[src/rtl/branch_predict_sel_pkg.sv]
// -----------------------------------------------------------------------------
// branch_predict_sel_pkg
// Shared definitions for the branch predictor and the fetch-stage PC mux:
//   - pc_sel_e   : next-PC source encodings (0..4)
//   - CNT_*      : 2-bit saturating direction counter states
//   - cnt_next() : saturating counter step helper
// -----------------------------------------------------------------------------
package branch_predict_sel_pkg;

    typedef enum logic [2:0] {
        PC_ADD4        = 3'd0,
        PC_JALR        = 3'd1,
        PC_ALU_ANS     = 3'd2,
        PC_BRANCH_ADDR = 3'd3,
        PC_ADD4_EX     = 3'd4
    } pc_sel_e;

    localparam logic [1:0] CNT_SNT = 2'b00;
    localparam logic [1:0] CNT_WNT = 2'b01;
    localparam logic [1:0] CNT_WT  = 2'b10;
    localparam logic [1:0] CNT_ST  = 2'b11;

    // Counter value after reset and after allocating a fresh taken entry.
    localparam logic [1:0] CNT_RESET = CNT_WNT;
    localparam logic [1:0] CNT_ALLOC = CNT_WT;

    // Saturating step of a 2-bit direction counter.
    function automatic logic [1:0] cnt_next(input logic [1:0] cnt, input logic taken);
        logic [1:0] nxt;
        if (taken) begin
            nxt = (cnt == CNT_ST) ? CNT_ST : cnt + 2'd1;
        end else begin
            nxt = (cnt == CNT_SNT) ? CNT_SNT : cnt - 2'd1;
        end
        return nxt;
    endfunction

endpackage

[src/rtl/branch_predict_sel_table.sv]
// -----------------------------------------------------------------------------
// bp_table
// Direct-mapped BTB/BHT storage: valid, tag, target, 2-bit counter per entry.
//   clk, rst                 : clock, asynchronous active-high clear
//   rd_idx                   : async-read index (fetch lookup)
//   rd_valid/tag/target/cnt  : contents of the indexed entry (pre-update)
//   wr_en, wr_idx, wr_tag    : resolved conditional branch update request
//   wr_taken, wr_target      : resolved outcome and target
// An update to a matching entry steps the counter (and refreshes the target
// when taken); a miss allocates only when taken.
// -----------------------------------------------------------------------------
module bp_table
    import branch_predict_sel_pkg::*;
#(
    parameter int XLEN    = 32,
    parameter int ENTRIES = 16,
    parameter int IDX_W   = 4,
    parameter int TAG_W   = 26
) (
    input  logic             clk,
    input  logic             rst,
    input  logic [IDX_W-1:0] rd_idx,
    output logic             rd_valid,
    output logic [TAG_W-1:0] rd_tag,
    output logic [XLEN-1:0]  rd_target,
    output logic [1:0]       rd_cnt,
    input  logic             wr_en,
    input  logic [IDX_W-1:0] wr_idx,
    input  logic [TAG_W-1:0] wr_tag,
    input  logic             wr_taken,
    input  logic [XLEN-1:0]  wr_target
);

    logic [ENTRIES-1:0] valid_r;
    logic [TAG_W-1:0]   tag_r    [ENTRIES];
    logic [XLEN-1:0]    target_r [ENTRIES];
    logic [1:0]         cnt_r    [ENTRIES];
    logic               wr_hit_s;

    assign rd_valid  = valid_r[rd_idx];
    assign rd_tag    = tag_r[rd_idx];
    assign rd_target = target_r[rd_idx];
    assign rd_cnt    = cnt_r[rd_idx];

    assign wr_hit_s  = valid_r[wr_idx] & (tag_r[wr_idx] == wr_tag);

    // Table state: async clear, then hit-update or taken-miss allocation.
    always_ff @(posedge clk or posedge rst) begin
        if (rst) begin
            valid_r <= {ENTRIES{1'b0}};
            for (int i = 0; i < ENTRIES; i++) begin
                tag_r[i]    <= {TAG_W{1'b0}};
                target_r[i] <= {XLEN{1'b0}};
                cnt_r[i]    <= CNT_RESET;
            end
        end else if (wr_en) begin
            if (wr_hit_s) begin
                cnt_r[wr_idx] <= cnt_next(cnt_r[wr_idx], wr_taken);
                if (wr_taken) begin
                    target_r[wr_idx] <= wr_target;
                end
            end else if (wr_taken) begin
                valid_r[wr_idx]  <= 1'b1;
                tag_r[wr_idx]    <= wr_tag;
                target_r[wr_idx] <= wr_target;
                cnt_r[wr_idx]    <= CNT_ALLOC;
            end
        end
    end

endmodule

[src/rtl/branch_predict_sel.sv]
// -----------------------------------------------------------------------------
// branch_predict_sel
// Fetch-stage branch prediction plus next-PC source selection.
//   clk, rst          : clock, asynchronous active-high reset
//   stall             : blocks table/counter updates and EX redirects
//   if_pc             : fetch PC for the combinational lookup
//   pred_taken/target : fetch prediction (target 0 when not taken)
//   ex_*              : resolved EX-stage instruction and its carried prediction
//   pc_sel            : next-PC source (see pc_sel_e)
//   control_hazard    : flush IF/ID on an EX redirect
//   mispredict_cnt    : saturating count of redirect cycles
// -----------------------------------------------------------------------------
module branch_predict_sel
    import branch_predict_sel_pkg::*;
#(
    parameter int XLEN    = 32,
    parameter int ENTRIES = 16,
    parameter int CNT_W   = 16
) (
    input  logic             clk,
    input  logic             rst,
    input  logic             stall,
    input  logic [XLEN-1:0]  if_pc,
    output logic             pred_taken,
    output logic [XLEN-1:0]  pred_target,
    input  logic             ex_valid,
    input  logic             ex_branch,
    input  logic             ex_jump,
    input  logic             ex_taken,
    input  logic [XLEN-1:0]  ex_pc,
    input  logic [XLEN-1:0]  ex_target,
    input  logic             ex_pred_taken,
    input  logic [XLEN-1:0]  ex_pred_target,
    input  logic [1:0]       ex_pc_sel,
    output logic [2:0]       pc_sel,
    output logic             control_hazard,
    output logic [CNT_W-1:0] mispredict_cnt
);

    localparam int IDX_W = $clog2(ENTRIES);
    localparam int TAG_W = XLEN - IDX_W - 2;

    logic [IDX_W-1:0] if_idx_s;
    logic [TAG_W-1:0] if_tag_s;
    logic             rd_valid_s;
    logic [TAG_W-1:0] rd_tag_s;
    logic [XLEN-1:0]  rd_target_s;
    logic [1:0]       rd_cnt_s;
    logic             hit_s;
    logic             ex_act_s;
    logic             br_wrong_s;
    logic             redirect_s;
    logic             any_redirect_s;
    logic             upd_en_s;
    logic [CNT_W-1:0] cnt_r;
    logic [3:0]       unused_bits_s;

    // Byte-offset bits never reach the table.
    assign unused_bits_s = {if_pc[1:0], ex_pc[1:0]};

    assign if_idx_s = if_pc[IDX_W+1:2];
    assign if_tag_s = if_pc[XLEN-1:IDX_W+2];

    assign ex_act_s = ex_valid & ~stall;
    assign upd_en_s = ex_act_s & ex_branch;

    // Predicted taken but fell through: resume at the EX pc+4.
    assign br_wrong_s = ex_act_s & ex_branch & ex_pred_taken & ~ex_taken;
    // Actually taken but not predicted, or predicted to the wrong place.
    assign redirect_s = ex_act_s & (ex_jump | (ex_branch & ex_taken))
                      & (~ex_pred_taken | (ex_pred_target != ex_target));
    assign any_redirect_s = br_wrong_s | redirect_s;

    bp_table #(
        .XLEN    (XLEN),
        .ENTRIES (ENTRIES),
        .IDX_W   (IDX_W),
        .TAG_W   (TAG_W)
    ) u_bp_table (
        .clk       (clk),
        .rst       (rst),
        .rd_idx    (if_idx_s),
        .rd_valid  (rd_valid_s),
        .rd_tag    (rd_tag_s),
        .rd_target (rd_target_s),
        .rd_cnt    (rd_cnt_s),
        .wr_en     (upd_en_s),
        .wr_idx    (ex_pc[IDX_W+1:2]),
        .wr_tag    (ex_pc[XLEN-1:IDX_W+2]),
        .wr_taken  (ex_taken),
        .wr_target (ex_target)
    );

    // Lookup returns pre-update contents; no write-to-read bypass.
    assign hit_s       = rd_valid_s & (rd_tag_s == if_tag_s);
    assign pred_taken  = hit_s & rd_cnt_s[1];
    assign pred_target = pred_taken ? rd_target_s : {XLEN{1'b0}};

    // Next-PC source priority: EX corrections beat the fetch prediction.
    always_comb begin
        pc_sel         = PC_ADD4;
        control_hazard = 1'b0;
        if (br_wrong_s) begin
            pc_sel         = PC_ADD4_EX;
            control_hazard = 1'b1;
        end else if (redirect_s) begin
            pc_sel         = {1'b0, ex_pc_sel};
            control_hazard = 1'b1;
        end else if (pred_taken) begin
            pc_sel         = PC_BRANCH_ADDR;
            control_hazard = 1'b0;
        end else begin
            pc_sel         = PC_ADD4;
            control_hazard = 1'b0;
        end
    end

    // Saturating mispredict counter.
    always_ff @(posedge clk or posedge rst) begin
        if (rst) begin
            cnt_r <= {CNT_W{1'b0}};
        end else if (any_redirect_s && (cnt_r != {CNT_W{1'b1}})) begin
            cnt_r <= cnt_r + CNT_W'(1);
        end
    end

    assign mispredict_cnt = cnt_r;

endmodule

[config.mk]
export PLATFORM = sky130hd
export DESIGN_NAME = branch_predict_sel
export DESIGN_NICKNAME = d
export VERILOG_FILES = /design/src/rtl/branch_predict_sel_pkg.sv /design/src/rtl/branch_predict_sel_table.sv /design/src/rtl/branch_predict_sel.sv
export SDC_FILE = /design/constraint.sdc
export NUM_CORES = 2
export LEC_CHECK = 0
export ABC_AREA = 0
export BUFFER_PORTS_ARGS = -buffer_cell sky130_fd_sc_hd__buf_4
export CORE_AREA = 2 2 397 202
export DETAILED_ROUTE_END_ITERATION = 6
export DIE_AREA = 0 0 399 204
export GPL_TIMING_DRIVEN = 0
export HOLD_SLACK_MARGIN = 0.1
export PLACE_DENSITY = 0.86
export SYNTH_ARGS = -nofsm -noshare
export SYNTH_HDL_FRONTEND = slang
export SYNTH_SLANG_ARGS = --single-unit
export TNS_END_PERCENT = 100
[constraint.sdc]
create_clock -name clk -period 71.8 [get_ports clk]
set_clock_uncertainty 0.1 [all_clocks]
set_input_delay 14.36 -clock clk [delete_from_list [all_inputs] [get_ports clk]]
set_output_delay 14.36 -clock clk [all_outputs]
set_load 0.01 [all_outputs]
==> After elaboration in Yosys (flattened, before gate mapping) <==
Index checks and enable logic that the tools add are counted.
{ "totals": {"register_bits": 992, "in_bits": 138, "out_inout_bits": 53, "wordCells": 138} }
{ "op_classes": {"addsub": 3, "n_lt_le_gt_ge": 6, "n_eq_ne": 5, "mux": 43, "n_bitwise": 23, "reduce_logical": 8} }
{ "ops": {"columns": ["cell", "n"], "rows": [
  ["512-bit bitwise mux", 1],
  ["416-bit bitwise mux", 1],
  ["26-bit binary-select mux with 4-bit select", 2],
  ["32-bit two-way mux", 6],
  ["26-bit two-way mux", 5],
  ["32-bit binary-select mux with 4-bit select", 1],
  ["32-bit demux with 4-bit select", 1],
  ["26-bit demux with 4-bit select", 1],
  ["26-bit equality test", 2],
  ["32-bit bitwise mux", 1],
  ["32-bit inequality test", 1],
  ["16-bit OR", 2],
  ["2-bit two-way mux", 12],
  ["16-bit by 1-bit adder with 16-bit output (second input constant)", 1],
  ["16-bit bitwise AND", 1],
  ["2-bit binary-select mux with 4-bit select", 2],
  ["16-bit inequality test (second input constant)", 1],
  ["16-bit inverter", 1],
  ["1-bit bitwise AND", 10],
  ["5-bit greater-or-equal comparator (second input constant)", 2],
  ["4-bit by 5-bit less-than comparator with 1-bit output (second input constant)", 2],
  ["4-bit inverter with 5-bit output", 2],
  ["1-bit binary-select mux with 4-bit select", 2],
  ["2-bit demux with 4-bit select", 1],
  ["other kinds (15)", 27]
]} }

==> Depth between registers and ports, before layout <==
{ "logic_depth": {"word_depth": 11, "ltp_mapped": 16, "depth_no_buf": 9} }

==> By module <==
A second synthesis with hierarchy kept.
{ "unflattened": {"cells_unflattened": 3235, "area_unflattened_um2": 49961.7} }
{ "by_module_without_submodules": {"columns": ["module", "n_inst", "cells_per_inst", "area_each_um2", "seq_area_each_um2"], "rows": [
  ["bp_table", 1, 3034, 48202.5, 24443.4],
  ["branch_predict_sel", 1, 201, 1759.2, 400.4]
]} }

==> Least setup slack after synthesis <==
Ideal clock, no wire load.
{ "synth_timing": {"path_type": "input port to output port", "startpoint": "in if_pc[2]", "endpoint": "out pred_target[10]", "arrival_ns": 17.261, "setup_slack_ns": 40.079, "path_stages": 10, "path_cell_list": "clkbuf_1 > buf_1 > mux4_2 > mux4_2 > xnor2_1 > nand4_1 > nor4_1 > nand3_1 > clkbuf_1 > nor2b_1"} }
{ "synth_between": {"elab_chain_len": 8} }
{ "synth_rtl": {"columns": ["item", "line_no", "text"], "rows": [
  ["from (decl)", "branch_predict_sel.sv:23", "input logic [XLEN-1:0] if_pc,"],
  ["4-bit inverter with 5-bit output (implied by the code)", "branch_predict_sel_table.sv:41, branch_predict_sel_table.sv:42, branch_predict_sel_table.sv:43", null],
  ["26-bit binary-select mux with 4-bit select", "branch_predict_sel_table.sv:41", "assign rd_tag = tag_r[rd_idx];"],
  ["26-bit two-way mux (implied by the code) (2 in a row)", "branch_predict_sel_table.sv:41", null],
  ["26-bit equality test", "branch_predict_sel.sv:95", "assign hit_s = rd_valid_s & (rd_tag_s == if_tag_s);"],
  ["1-bit bitwise AND", "branch_predict_sel.sv:95", null],
  ["1-bit bitwise AND", "branch_predict_sel.sv:96", "assign pred_taken = hit_s & rd_cnt_s[1];"],
  ["32-bit two-way mux (*)", "branch_predict_sel.sv:97", "assign pred_target = pred_taken ? rd_target_s : {XLEN{1'b0}};"],
  ["to (decl)", "branch_predict_sel.sv:25", "output logic [XLEN-1:0] pred_target,"]
]} }
Every way passes the cells marked *; elsewhere a longest branch is shown, timed or not. The select of a mux whose other input is x is not followed.

==> Worst setup path after layout <==
{ "layout_timing": {"startpoint": "in if_pc[3]", "endpoint": "out pred_target[25]"} }
The elaborated chain is that of the path after synthesis.

==> flow_summary.json <==
{
  "status": "finished, violations left",
  "violations": "max-capacitance violations, max-slew violations",
  "drv_cap": 1,
  "die_h_um": 204,
  "dr.first_iter.drc_count": 4347,
  "dr_wl_met3_um": 26900,
  "core-area_um2": 78400,
  "start_util": 0.642,
  "ys_ff_latch": 992,
  "post_dp_cell_area_um2": 53000,
  "dp_hpwl_um": 118000,
  "drc": 0,
  "final.setup.tns_ns": 0,
  "post_drt_wl_per_cell_um": 35.5,
  "grt_pass1_wl_um": 237000,
  "peakVddDrop_mv": 0.0197,
  "nNetsFinal": 3667,
  "clk-insertion-delay-late_ns": 0.70,
  "wl_met2_um": 63400,
  "wl_met1_um": 70200,
  "hold_violations": 0,
  "setup_slack_ns": 36.52,
  "row_count": 73,
  "start_kind": "input pin",
  "cp.required_ns": 57.34,
  "synthArstFlopShare": 1.00,
  "synthXorXnorAreaFrac": 0.0171,
  "grt_pass1_vias": 33071,
  "ios": 191,
  "p_total_mw": 1.35,
  "top_layer_used": "met5",
  "regArea_um2": 24800,
  "htreeDepth": 3,
  "synth_top_area_share": 0.486,
  "synth_most_common_cell": "dfrtp_1",
  "drt-total-wl_um": 165000,
  "synthCells": 3274,
  "tritoncts": "built",
  "fillers": 5051,
  "gr-usage-all-layers": 0.413,
  "gp_congestion": 1.08,
  "p_per_area_nw_per_um2": 24.1,
  "post_cts_resized": 0,
  "drt_pass1_iterations": 7,
  "clk_pin_slew_ns": 0.07,
  "rrSetupSlack_ns": 67.19,
  "holdCritPathClass": "reg -> reg",
  "antenna_found_initial": 9,
  "cp-end-kind": "output port",
  "synth_top_family_by_area": "multiplexers",
  "synth_edf_count": 0,
  "setup_viol_count_final": 0,
  "cts_sinks": 992,
  "post_cts.repair.setup_buffers": 0,
  "ys.flop_type": "dfrtp_1",
  "path_class": "in -> out",
  "endpoint": "pred_target[25]",
  "rr_worst_depth": 10,
  "clock_path_buffers": 3,
  "port-buffer-count": 158,
  "synth_compound_area_frac": 0.0237,
  "syn-cell-area_um2": 50300,
  "syn_area_per_cell_um2": 15.4,
  "die_w_um": 399,
  "yosysSeqAreaShare": 0.494,
  "overflow": 0,
  "leakagePower_nw": 25.9,
  "muxShareOfSynthArea": 0.397,
  "vias": 33556,
  "max_freq_mhz": 28.3,
  "worstPathArrival_ns": 20.82,
  "synth_fa_ha_area_frac": 0.000249,
  "synth_cell_type_count": 77,
  "ctsHoldBuffers": 0,
  "drtAntennaViolNets": 0,
  "pre_cts_slack_ns": 37.01,
  "slew_headroom": -0.0740,
  "cts_buffers": 86,
  "drive_gt1_frac": 0.488,
  "period_share": 0.491,
  "area_growth_pct": 11.6,
  "reg2reg_to": "u_bp_table.tag_r[207]$_DFFE_PP0P_",
  "syn-num-nets": 3413,
  "ys.warnings.count": 0,
  "multi_input_comb_area_um2": 23800,
  "tightestPinTransition_ns": 1.61,
  "setup.worst_path.start": "if_pc[3]",
  "fin_area_um2": 56100,
  "reg2reg_from": "u_bp_table.tag_r[35]$_DFFE_PP0P_",
  "drt-vias-per-instance": 7.21,
  "crit_fanout": 10,
  "timing.final.max_slew_violations": 9,
  "cts_root_buf": "clkbuf_16",
  "yosys.area_share.simple": 0.0353,
  "dieArea_um2": 81400,
  "yosysTopAreaCell": "dfrtp_1",
  "grt_max_degree": 129,
  "yosys-top-cells-count": "dfrtp_1, mux2_2, mux4_2, clkbuf_1, mux2i_1",
  "finalCriticalPeriod_ns": 35.28,
  "rsz0062_at_grt": "false",
  "synth_area_leaders": "dfrtp_1, mux2_2, mux4_2, mux2i_1, xnor2_1"
}
==> metal layers <==
layer	GRT usage	vias up
met3	0.228	315
met5	0.00655	-
met2	0.503	2426
li1	-	12909
met1	0.626	17898
met4	0.110	8
==> cell families (layout without fill, tap and decap cells) <==
kind of cell	Yosys count	count (layout)
XOR/XNOR	98	98
multiplexers	1400	1400
other	0	7
buffers and inverters	331	654
AO/OA/AOI/OAI	151	151
adder cells (fa/ha/maj)	1	1
AND/OR/NAND/NOR	301	301
flip-flops	992	992
==> worst min path at each step <==
stage / from / to / slack, ns / cells past startpoint
after detailed placement: u_bp_table.valid_r[11]$_DFFE_PP0P_ / u_bp_table.valid_r[11]$_DFFE_PP0P_ / 0.38 / 1
after floorplan: u_bp_table.valid_r[0]$_DFFE_PP0P_ / u_bp_table.valid_r[0]$_DFFE_PP0P_ / 0.35 / 1
after global routing: u_bp_table.target_r[257]$_DFFE_PP0P_ / u_bp_table.target_r[257]$_DFFE_PP0P_ / 0.41 / 1
after CTS: u_bp_table.valid_r[11]$_DFFE_PP0P_ / u_bp_table.valid_r[11]$_DFFE_PP0P_ / 0.39 / 1
after global placement: u_bp_table.cnt_r[30]$_DFFE_PP1P_ / u_bp_table.cnt_r[30]$_DFFE_PP1P_ / 0.37 / 2
final: u_bp_table.cnt_r[30]$_DFFE_PP1P_ / u_bp_table.cnt_r[30]$_DFFE_PP1P_ / 0.39 / 2
==> stage by stage <==
stage / utilization / hold WS (ns) / std cells
after floorplan: - / 0.345 / 3274
after global placement: 0.673 / 0.369 / 4482
after detailed placement: 0.676 / 0.376 / 4490
after CTS: 0.715 / 0.392 / 4647
after global routing: 0.716 / 0.412 / 4649
final: 0.716 / 0.390 / 4654
==> worst max-delay path, cell delays in order <==
cell and delay (ns):
clkbuf_1 0.17, buf_2 0.42, buf_1 0.98, buf_1 1.14
mux2i_1 0.31, mux2i_1 0.13, xnor2_1 0.89, nand4_1 0.23
nor4_1 0.21, nand3_1 0.74, clkbuf_1 0.59, nor2b_1 0.40
buf_4 0.19
==> state kept, by name, summed over array words and instances, names as in the netlist <==
signal / flops
u_bp_table.target_r: 512
mispredict_cnt: 16
u_bp_table.cnt_r: 32
u_bp_table.valid_r: 16
u_bp_table.tag_r: 416
==> where the power goes <==
part	switching, mW	internal, mW	leakage (nW)
registers	0.0348	0.608	13.4
logic	0.0984	0.0957	11.0
clock network	0.226	0.290	1.51
total	0.359	0.994	25.9
==> layout make-up <==
cell class                 instances  share of cell area
antenna                            7            0.000312
buffer                           296              0.0268
clock buffer                     121              0.0443
clock inverter                    36              0.0103
inverter                          35             0.00248
multi-input combinational       1951               0.424
sequential                       992               0.443
tap                             1050              0.0234
timing repair buffer             166              0.0251
==> cell usage in the layout (no fill, tap or decap), types with 22 or more instances in the layout <==
cell type,instances
buf_1,43
nor2_1,57
dfrtp_1,976
xnor2_1,77
buf_4,183
inv_1,32
mux2i_1,85
a221oi_1,22
buf_6,28
buf_2,32
nor2b_1,58
mux4_2,376
nand2_1,51
clkbuf_16,87
nand3_1,23
clkbuf_1,174
mux2_2,920
(Power assumes the default switching activity.)
